<file path="config.mk">
export PLATFORM = sky130hd
export DESIGN_NAME = lfsr_sat_counter
export DESIGN_NICKNAME = d
export VERILOG_FILES = /design/src/rtl/lfsr_sat_counter.sv
export SDC_FILE = /design/constraint.sdc
export NUM_CORES = 1
export LEC_CHECK = 0
export CORE_ASPECT_RATIO = 1.2
export CORE_MARGIN = 8
export CORE_UTILIZATION = 35
export DETAILED_ROUTE_END_ITERATION = 10
export SLEW_MARGIN = 30
export SYNTH_ARGS = -nofsm -noshare
export SYNTH_HDL_FRONTEND = slang
export SYNTH_SLANG_ARGS = --single-unit
</file>
<file path="constraint.sdc">
create_clock -name clk -period 1.8 [get_ports clk]
set_input_delay 0.27 -clock clk [delete_from_list [all_inputs] [get_ports clk]]
set_output_delay 0.27 -clock clk [all_outputs]
set_load 0.02 [all_outputs]
</file>
<file path="src/rtl/lfsr_sat_counter.sv">
// Saturating statistics counter: adds a variable amount when enabled,
// clamps at all-ones instead of wrapping, clear has priority.
module lfsr_sat_counter #(
  parameter int W     = 16,
  parameter int INC_W = 4
) (
  input  logic             clk,
  input  logic             rst_n,
  input  logic             clr,
  input  logic             inc_en,
  input  logic [INC_W-1:0] inc_amt,
  output logic [W-1:0]     count
);

  // One spare bit above the wider operand so the overflow is visible.
  localparam int SUM_W = ((W > INC_W) ? W : INC_W) + 1;
  localparam logic [SUM_W-1:0] SUM_MAX = {{(SUM_W-W){1'b0}}, {W{1'b1}}};

  logic [W-1:0]     count_q;
  logic [W-1:0]     count_d;
  logic [SUM_W-1:0] sum_s;

  // Next count: clear, clamped add, or hold.
  always_comb begin
    sum_s   = SUM_W'(count_q) + SUM_W'(inc_amt);
    count_d = count_q;
    if (clr) begin
      count_d = {W{1'b0}};
    end else if (inc_en) begin
      if (sum_s > SUM_MAX) begin
        count_d = {W{1'b1}};
      end else begin
        count_d = sum_s[W-1:0];
      end
    end else begin
      count_d = count_q;
    end
  end

  // Count register with synchronous active-low reset.
  always_ff @(posedge clk) begin
    if (!rst_n) begin
      count_q <= {W{1'b0}};
    end else begin
      count_q <= count_d;
    end
  end

  assign count = count_q;

endmodule

</file>
# After elaboration in Yosys (flattened, before gate mapping)
# Cells that the tools add are included.
[classes]
reduce_logical = 1
n_bitwise = 1
eq_ne = 0
shift = 0
n_div = 0
magnitude_cmp = 1
muxes = 1
n_mul = 0
add_sub_neg = 1
[ops]
columns = ["cell", "count"]
rows = [
  ["$add 16x4->17", 1],
  ["$gt 17x16->1 const B", 1],
  ["$mux 16", 1],
  ["$reduce_or 2->1", 1],
  ["$not 1->1", 1],
]
[totals]
inputBits = 8
rom_bits = 0
memories = 0
out_inout_bits = 16
latch_bits = 0
mem_bits_rw = 0
register_bits = 16

# Logic depth before layout (Yosys ltp)
# Gate-level depths: netlist of run 1.
[depth]
ltp_word = 3
ltp_mapped = 8
mapped_depth_nobuf = 7

# Worst setup path after synthesis of run 1
# Ideal clock, no wire load.
[synth_timing]
path_type = "register to register"
startpoint = "register count_q[0], in the netlist count[0]"
endpoint = "register count_q[10], in the netlist count[10]"
t_arrival_ns = 2.001
required_time_ns = 1.726
stages_incl_launch_ff = 8
path_buffers = 0
period_less_slack_ns = 2.075
path_slack_ns = -0.275
path_cell_list = "dfxtp_1 > ha_1 > inv_1 > fa_1 > nand2b_1 > a21o_1 > or4_1 > a31oi_1"
[synth_between]
elab_chain_len = 3
[synth_rtl]
columns = ["element", "line_no", "rtl"]
rows = [
  ["start: declaration", "19", "logic [W-1:0] count_q;"],
  ["start signal: assignment", "43", "count_q <= {W{1'b0}};"],
  ["start signal: assignment", "45", "count_q <= count_d;"],
  ["$add 16x4->17 (*)", "25", "sum_s = SUM_W'(count_q) + SUM_W'(inc_amt);"],
  ["$gt 17x16->1", "30", "if (sum_s > SUM_MAX) begin"],
  ["$mux 16 (*)", "30", ""],
]
# Every way passes the cells marked *; elsewhere a longest branch is shown, timed or not.
# A chain may end at the register's enable or synchronous reset.

# Final worst setup path of run 1
# Same ends and word-level chain as after synthesis.

==> metrics, run 1 <==
clk buf depth 2; Core Box Area 2500 µm²; fin crit period 1830 ps; post-synth net total 119; cells after synthesis 106; vias in the first global route 958; total routed wirelength 2570 µm; Storage cell area 325 µm²; Hold Fails Final Rpt 0; GRT Residual Overflow 0; GP Congestion 0.736; Synth Register Bits 16; GRT Util Overall 11.5%; Inserted Clock Buffers 3; CTS H-tree depth 1; WHS 508 ps; hold buffers post-CTS 0; layout overhead on the synthesized area 57.2%; 1st-pass router iterations 4; CTS clk-pin slew, worst paths 100 ps; status complete, but fails checks; Worst Path Max Fanout 6; root buffer cell clkbuf_4; Final Core Density 57.3%; Worst Setup EP count[10]$_SDFFE_PP0P_; Power Density 516 nW/µm²; Overall Power 0.740 mW; maximum clock frequency 0.546 GHz; Worst Skew 5.61 ps; share of cells above drive strength 1 29.1%; Hold WC Path Type reg2reg; area of the multi-input gates 624 µm²; Post-Place Setup Slack -524 ps; final worst slack -31.2 ps; Mean Syn Cell Area 8.60 µm²; worst r2r dst count[10]$_SDFFE_PP0P_; Antenna Cells 0; total of warnings raised by yosys 0; CTS tree built; initial antenna violation count 0; number of flip-flops in the largest register 16; Worst-Skew Late Latency 290 ps; startpoint types register; Final Setup Violations 1; VDD IR max 0.000308 V; crit path kind reg2reg; synth unique cells 33; Worst EP arrival 2050 ps; mapped cell area 912 µm²; Final HPWL DP 1930 µm; post-DR wirelength/cell 14.2 µm; Period Utilization, post-route 102%; # IOs 24; Die Span Y 71.9 µm; Max-Cap Viols 0; Final Max Slew Viols 0; FILL cells 238; Reg2Reg Setup Slack -30 ps; Clock Sinks 16; Final ANT Viol Nets 0; initial DRC count 24; Rows 20; Die X 62.6 µm; port bufs 23; crit path launch count[0]$_SDFFE_PP0P_; vias per inst 5.29; starting density of the core 36.5%; failing checks negative setup slack; Worst Setup End Kind register; Critical Path RT 2020 ps; DRC errors left 0; leakage power total 0.518 nW; first-pass GRT wire length 4320 µm; Die ar. 4500 µm²; RSZ-0062 raised after global routing yes; Worst Tran Pin Value 553 ps; worst reg2reg path depth 7; nets 162; largest net degree at the start of global routing 14; routed vias 957; RR Startpoint count[0]$_SDFFE_PP0P_; Max-slew headroom 63.1%; sequential cell area fraction in the yosys report 35.1%
-- critical path, cell delays in order (launching register included) --
cell and delay (ps):
dfxtp_4 370, ha_4 130, inv_2 30, fa_2 330, nand2b_4 160, a21o_4 220
or4_1 390, a31oi_1 130
-- final cells by class --
cell class | count | area share, %
multi-input cells | 78 | 43.5
repair buffers | 42 | 26.3
flip-flops and latches | 16 | 22.7
well taps | 33 | 2.88
clock buffers | 4 | 2.53
inverters | 8 | 2.09
-- logic make-up (layout without fill, tap and decap cells) --
logic type,Yosys count,after routing,synth area share (%)
buffers and inverters,12,54,5.49
and+or+nand+nor,32,32,21.9
AOI/OAI and AO/OA,37,37,25.9
adders and majority gates,5,5,7.68
DFF,16,16,35.1
xor gates and xnor gates,4,4,3.84
-- repair_timing --
action	CTS	global route
endpoints found under the setup margin	16	16
buffers inserted	1	1
resized for setup	6	10
pin swaps	3	8
-- report_power, final --
group | switching [mW] | total [mW] | internal [mW]
sequential | 0.00423 | 0.362 | 0.358
clock | 0.124 | 0.247 | 0.123
combinational | 0.0628 | 0.131 | 0.0681
total | 0.191 | 0.740 | 0.549
-- through the flow --
stage | cells | setup TNS (ps) | area, µm²
6_report | 181 | -31.2 | 1430
5_1_grt | 181 | -391 | 1430
4_1_cts | 180 | -69.3 | 1370
3_5_place_dp | 175 | -6840 | 1320
3_3_place_gp | 175 | -6490 | 1320
2_1_floorplan | 106 | -29.9 | 940
-- layout by cell type (no fill, tap or decap), types with 3 or more instances in the layout --
cell | Yosys | routed
a21oi_1 | 7 | 6
a31oi_1 | 10 | 10
and3_1 | 3 | 3
buf_4 | 1 | 18
clkbuf_4 | 0 | 3
clkdlybuf4s50_1 | 0 | 20
dfxtp_1 | 16 | 14
inv_1 | 8 | 6
nand2_1 | 3 | 3
nand3_1 | 5 | 5
nand4_1 | 3 | 3
o21ai_0 | 9 | 8
o31ai_1 | 3 | 3
or3_1 | 4 | 4
or4_1 | 3 | 3
-- synth_stat cells --
cell type,number,area share [%]
inv_1,8,3.3
nor2b_1,1,0.69
a211oi_1,3,2.5
nand2_1,3,1.2
and4_4,1,1.2
or3_2,1,0.82
a221oi_1,1,0.96
ha_1,4,5.5
clkbuf_2,1,0.55
and4_1,1,0.96
buf_4,1,0.82
o31a_2,1,1.1
xnor2_1,2,1.9
or4_1,3,2.5
and3_1,3,2.1
clkbuf_1,2,0.82
nor4_1,1,0.69
a21oi_1,7,3.8
nor2_1,2,0.82
a21o_1,2,1.6
dfxtp_1,16,35
nand2b_1,2,1.4
nand2_4,1,1.2
o21ai_0,9,4.9
fa_1,1,2.2
xor2_1,2,1.9
or3_1,4,2.7
a31oi_1,10,6.9
and3_2,1,0.82
a221oi_2,1,1.6
o31ai_1,3,2.5
nand4_1,3,2.1
nand3_1,5,2.7
-- metal layers --
metal / up-vias / part of all wire, % / GRT usage [%]
li1: 486 / - / -
met2: 20 / 51 / 20.9
met5: - / 0 / 0
met4: 0 / 1.6 / 5.33
met1: 446 / 43 / 12.3
met3: 5 / 4.1 / 2.77
-- worst min path at each step --
stage | start | slack, ps | cells after the start | endpoint
floorplan | clr | 440 | 3 | count[0]$_SDFFE_PP0P_
global placement | count[12]$_SDFFE_PP0P_ | 480 | 1 | count[12]$_SDFFE_PP0P_
detailed placement | count[12]$_SDFFE_PP0P_ | 490 | 1 | count[12]$_SDFFE_PP0P_
CTS | count[12]$_SDFFE_PP0P_ | 510 | 1 | count[12]$_SDFFE_PP0P_
global route | inc_amt[0] | 530 | 4 | count[0]$_SDFFE_PP0P_
finish | count[12]$_SDFFE_PP0P_ | 510 | 1 | count[12]$_SDFFE_PP0P_
No activity file was read; power rests on OpenSTA's default activity.
==> run 2, diff against run 1 <==
--- a/config.mk
+++ b/config.mk
@@ -9,6 +9,7 @@
 export CORE_MARGIN = 8
 export CORE_UTILIZATION = 35
 export DETAILED_ROUTE_END_ITERATION = 10
+export PLACE_DENSITY = 0.6
 export SLEW_MARGIN = 30
 export SYNTH_ARGS = -nofsm -noshare
 export SYNTH_HDL_FRONTEND = slang
==> results of run 2 <==
The final DEF is identical to that of run 1; final timing and power are the same.
==> run 3, diff against run 2 <==
--- a/config.mk
+++ b/config.mk
@@ -9,7 +9,7 @@
 export CORE_MARGIN = 8
 export CORE_UTILIZATION = 35
 export DETAILED_ROUTE_END_ITERATION = 10
-export PLACE_DENSITY = 0.6
+export PLACE_DENSITY = 0.58
 export SLEW_MARGIN = 30
 export SYNTH_ARGS = -nofsm -noshare
 export SYNTH_HDL_FRONTEND = slang
==> constraint.sdc (replaced) <==
create_clock -name clk -period 2.15 [get_ports clk]
set_input_delay 0.3225 -clock clk [delete_from_list [all_inputs] [get_ports clk]]
set_output_delay 0.3225 -clock clk [all_outputs]
set_load 0.02 [all_outputs]
==> run 3 against run 2 <==
  * The run now ends clean
  * Clock power shrank 36%
  * Die area is the same
  * Non-clock buffer count shrank 5
  * Register-to-register slack gained 240 ps
  * Critical path depth grew 1
  * Setup slack gained 110 ps
  * Cell count shrank 3.3%
  * Sequential share of layout area grew 1.7 points
  * Power shrank 24%
  * Design area shrank 8.3%
  * Clock-buffer cell count shrank 1
  * Routed wire length shrank 4.2%
  * Critical endpoint unchanged
  * Largest cell class unchanged
==> metrics, run 3 (synthesized netlist as in run 1, its figures left out) <==
Worst EP arrival 2290 ps (was 2050 ps); startpoint types primary input (was register); routed vias 942 (was 957); crit-path cells clkdlybuf4s50_1 > ha_2 > inv_1 > fa_2 > nand2b_4 > a21o_4 > or4_1 > a31oi_1 (was ha_4 > inv_2 > fa_2 > nand2b_4 > a21o_4 > or4_1 > a31oi_1); CP top delay family simple AND/OR/NAND/NOR gates (unchanged); Final ANT Viol Nets 0 (unchanged); CTS clk-pin slew, worst paths 90 ps (was 100 ps); total negative slack 0 ps (was -31.2 ps); # IOs 24 (unchanged); Hold WC Path Type reg2reg (unchanged); Buf/Inv on CP 2 (was 1); DRC errors left 0 (unchanged); port bufs 23 (unchanged); leakage power total 0.471 nW (was 0.518 nW); worst hold stages 1 (unchanged); vias per inst 5.38 (was 5.29); Worst-Skew Late Latency 280 ps (was 290 ps); first-pass GRT wire length 4100 µm (was 4320 µm); worst reg2reg path depth 7 (unchanged); Die Span Y 71.9 µm (unchanged); Worst Skew 3.76 ps (was 5.61 ps); starting density of the core 36.5% (unchanged); Period Utilization, post-route 96.5%; Max-slew headroom 64.5% (was 63.1%); fin crit period 2080 ps; area of the multi-input gates 566 µm² (was 624 µm²); Post-Place Setup Slack -309 ps (was -524 ps); Clock Sinks 16 (unchanged); final worst slack 74.8 ps (was -31.2 ps); Critical Path RT 2360 ps (was 2020 ps); GRT Util Overall 10.9% (was 11.5%); maximum clock frequency 0.482 GHz; Inserted Clock Buffers 3 (unchanged); CTS tree built (unchanged); root buffer cell clkbuf_4 (unchanged); instance count on the critical path 8 (was 7); 1st-pass router iterations 4 (unchanged); Rows 20 (unchanged); Layout Cells excl Fill 175 (was 181); Core Box Area 2500 µm² (unchanged); max incr delay on CP 470 ps (was 390 ps); Overall Power 0.561 mW (was 0.740 mW); post-route cell area 1320 µm² (was 1430 µm²); Worst Tran Pin Value 532 ps (was 553 ps); largest net degree at the start of global routing 14 (unchanged); FILL cells 239 (was 238); crit path kind in2reg (was reg2reg); commonest non-fill, non-tap cell in the layout clkdlybuf4s50_1 (unchanged); clk buf depth 2 (unchanged); Antenna Cells 0 (unchanged); Die X 62.6 µm (unchanged); Storage cell area 320 µm² (was 325 µm²); CTS H-tree depth 1 (unchanged); Max-Cap Viols 0 (unchanged); nets 157 (was 162); layout overhead on the synthesized area 44.2% (was 57.2%); Final Core Density 52.6% (was 57.3%); initial antenna violation count 0 (unchanged); status completed (was complete, but fails checks); slowest CP cell clkdlybuf4s50_1 (was or4_1); post-DR wirelength/cell 14.0 µm (was 14.2 µm); Hold Fails Final Rpt 0 (unchanged); most frequent cells in the layout 23 x clkdlybuf4s50_1, 16 x dfxtp_1, 14 x buf_4, 10 x a31oi_1, 9 x o21ai_0 (was 20 x clkdlybuf4s50_1, 18 x buf_4, 14 x dfxtp_1, 10 x a31oi_1, 8 x o21ai_0); Placed Instance Area 1270 µm² (was 1320 µm²); initial DRC count 21 (was 24); share of cells above drive strength 1 19.7% (was 29.1%); total routed wirelength 2460 µm (was 2570 µm); Worst Path Max Fanout 7 (was 6); placed cell count 172 (was 175); Final Setup Violations 0 (was 1); Final Max Slew Viols 0 (unchanged); Die ar. 4500 µm² (unchanged); GRT Residual Overflow 0 (unchanged); RSZ-0062 raised after global routing no (was yes); GP Congestion 0.741 (was 0.736); vias in the first global route 858 (was 958); Power Density 427 nW/µm² (was 516 nW/µm²); Final HPWL DP 1850 µm (was 1930 µm); VDD IR max 0.000305 V (was 0.000308 V); Worst Setup End Kind register (unchanged); WHS 514 ps (was 508 ps); number of flip-flops in the largest register 16 (unchanged)
run 3: cell count changes in the layout (fill, tap and decap cells not counted), sizes merged:
| cell | before | now |
|---|---|---|
| buf | 19 | 14 |
| dlygate4sd2 | 2 | 0 |
| dlymetal6s2s | 1 | 0 |
| clkbuf | 4 | 3 |
| clkdlybuf4s50 | 20 | 23 |
run 3: report_power, final:
part	switching (mW)	internal, mW
Clock	0.0934	0.0650
Sequential	0.00310	0.300
Combinational	0.0471	0.0523
run 3: worst paths after layout:
kind                                        startpoint                     end  slack [ps]
worst max-delay path                        inc_amt[0]  count[10]$_SDFFE_PP0P_          70
worst min-delay path            count[12]$_SDFFE_PP0P_  count[12]$_SDFFE_PP0P_         510
worst max register to register   count[0]$_SDFFE_PP0P_  count[10]$_SDFFE_PP0P_         210
worst min register to register  count[12]$_SDFFE_PP0P_  count[12]$_SDFFE_PP0P_         510
run 3: layout make-up:
cell class,instances,area share [%]
well taps,33,3.14
multi-input cells,78,43.0
clock buffers,3,1.71
flip-flops and latches,16,24.4
inverters,8,2.28
repair buffers,37,25.5
run 3: timing repair:
item                                    in CTS  in global routing
endpoints found under the setup margin       0                 12
resized for setup                            0                  5
hold buffers                                 0                  0
setup buffers                                0                  0
run 3: metal layers:
layer  vias to the layer above  GRT usage [%]  wire length, µm
met5                         -              0                0
met4                         0           4.57               13
met3                         2           3.39              122
met2                        20           17.5             1170
met1                       439           13.2             1150
li1                        481              -                -
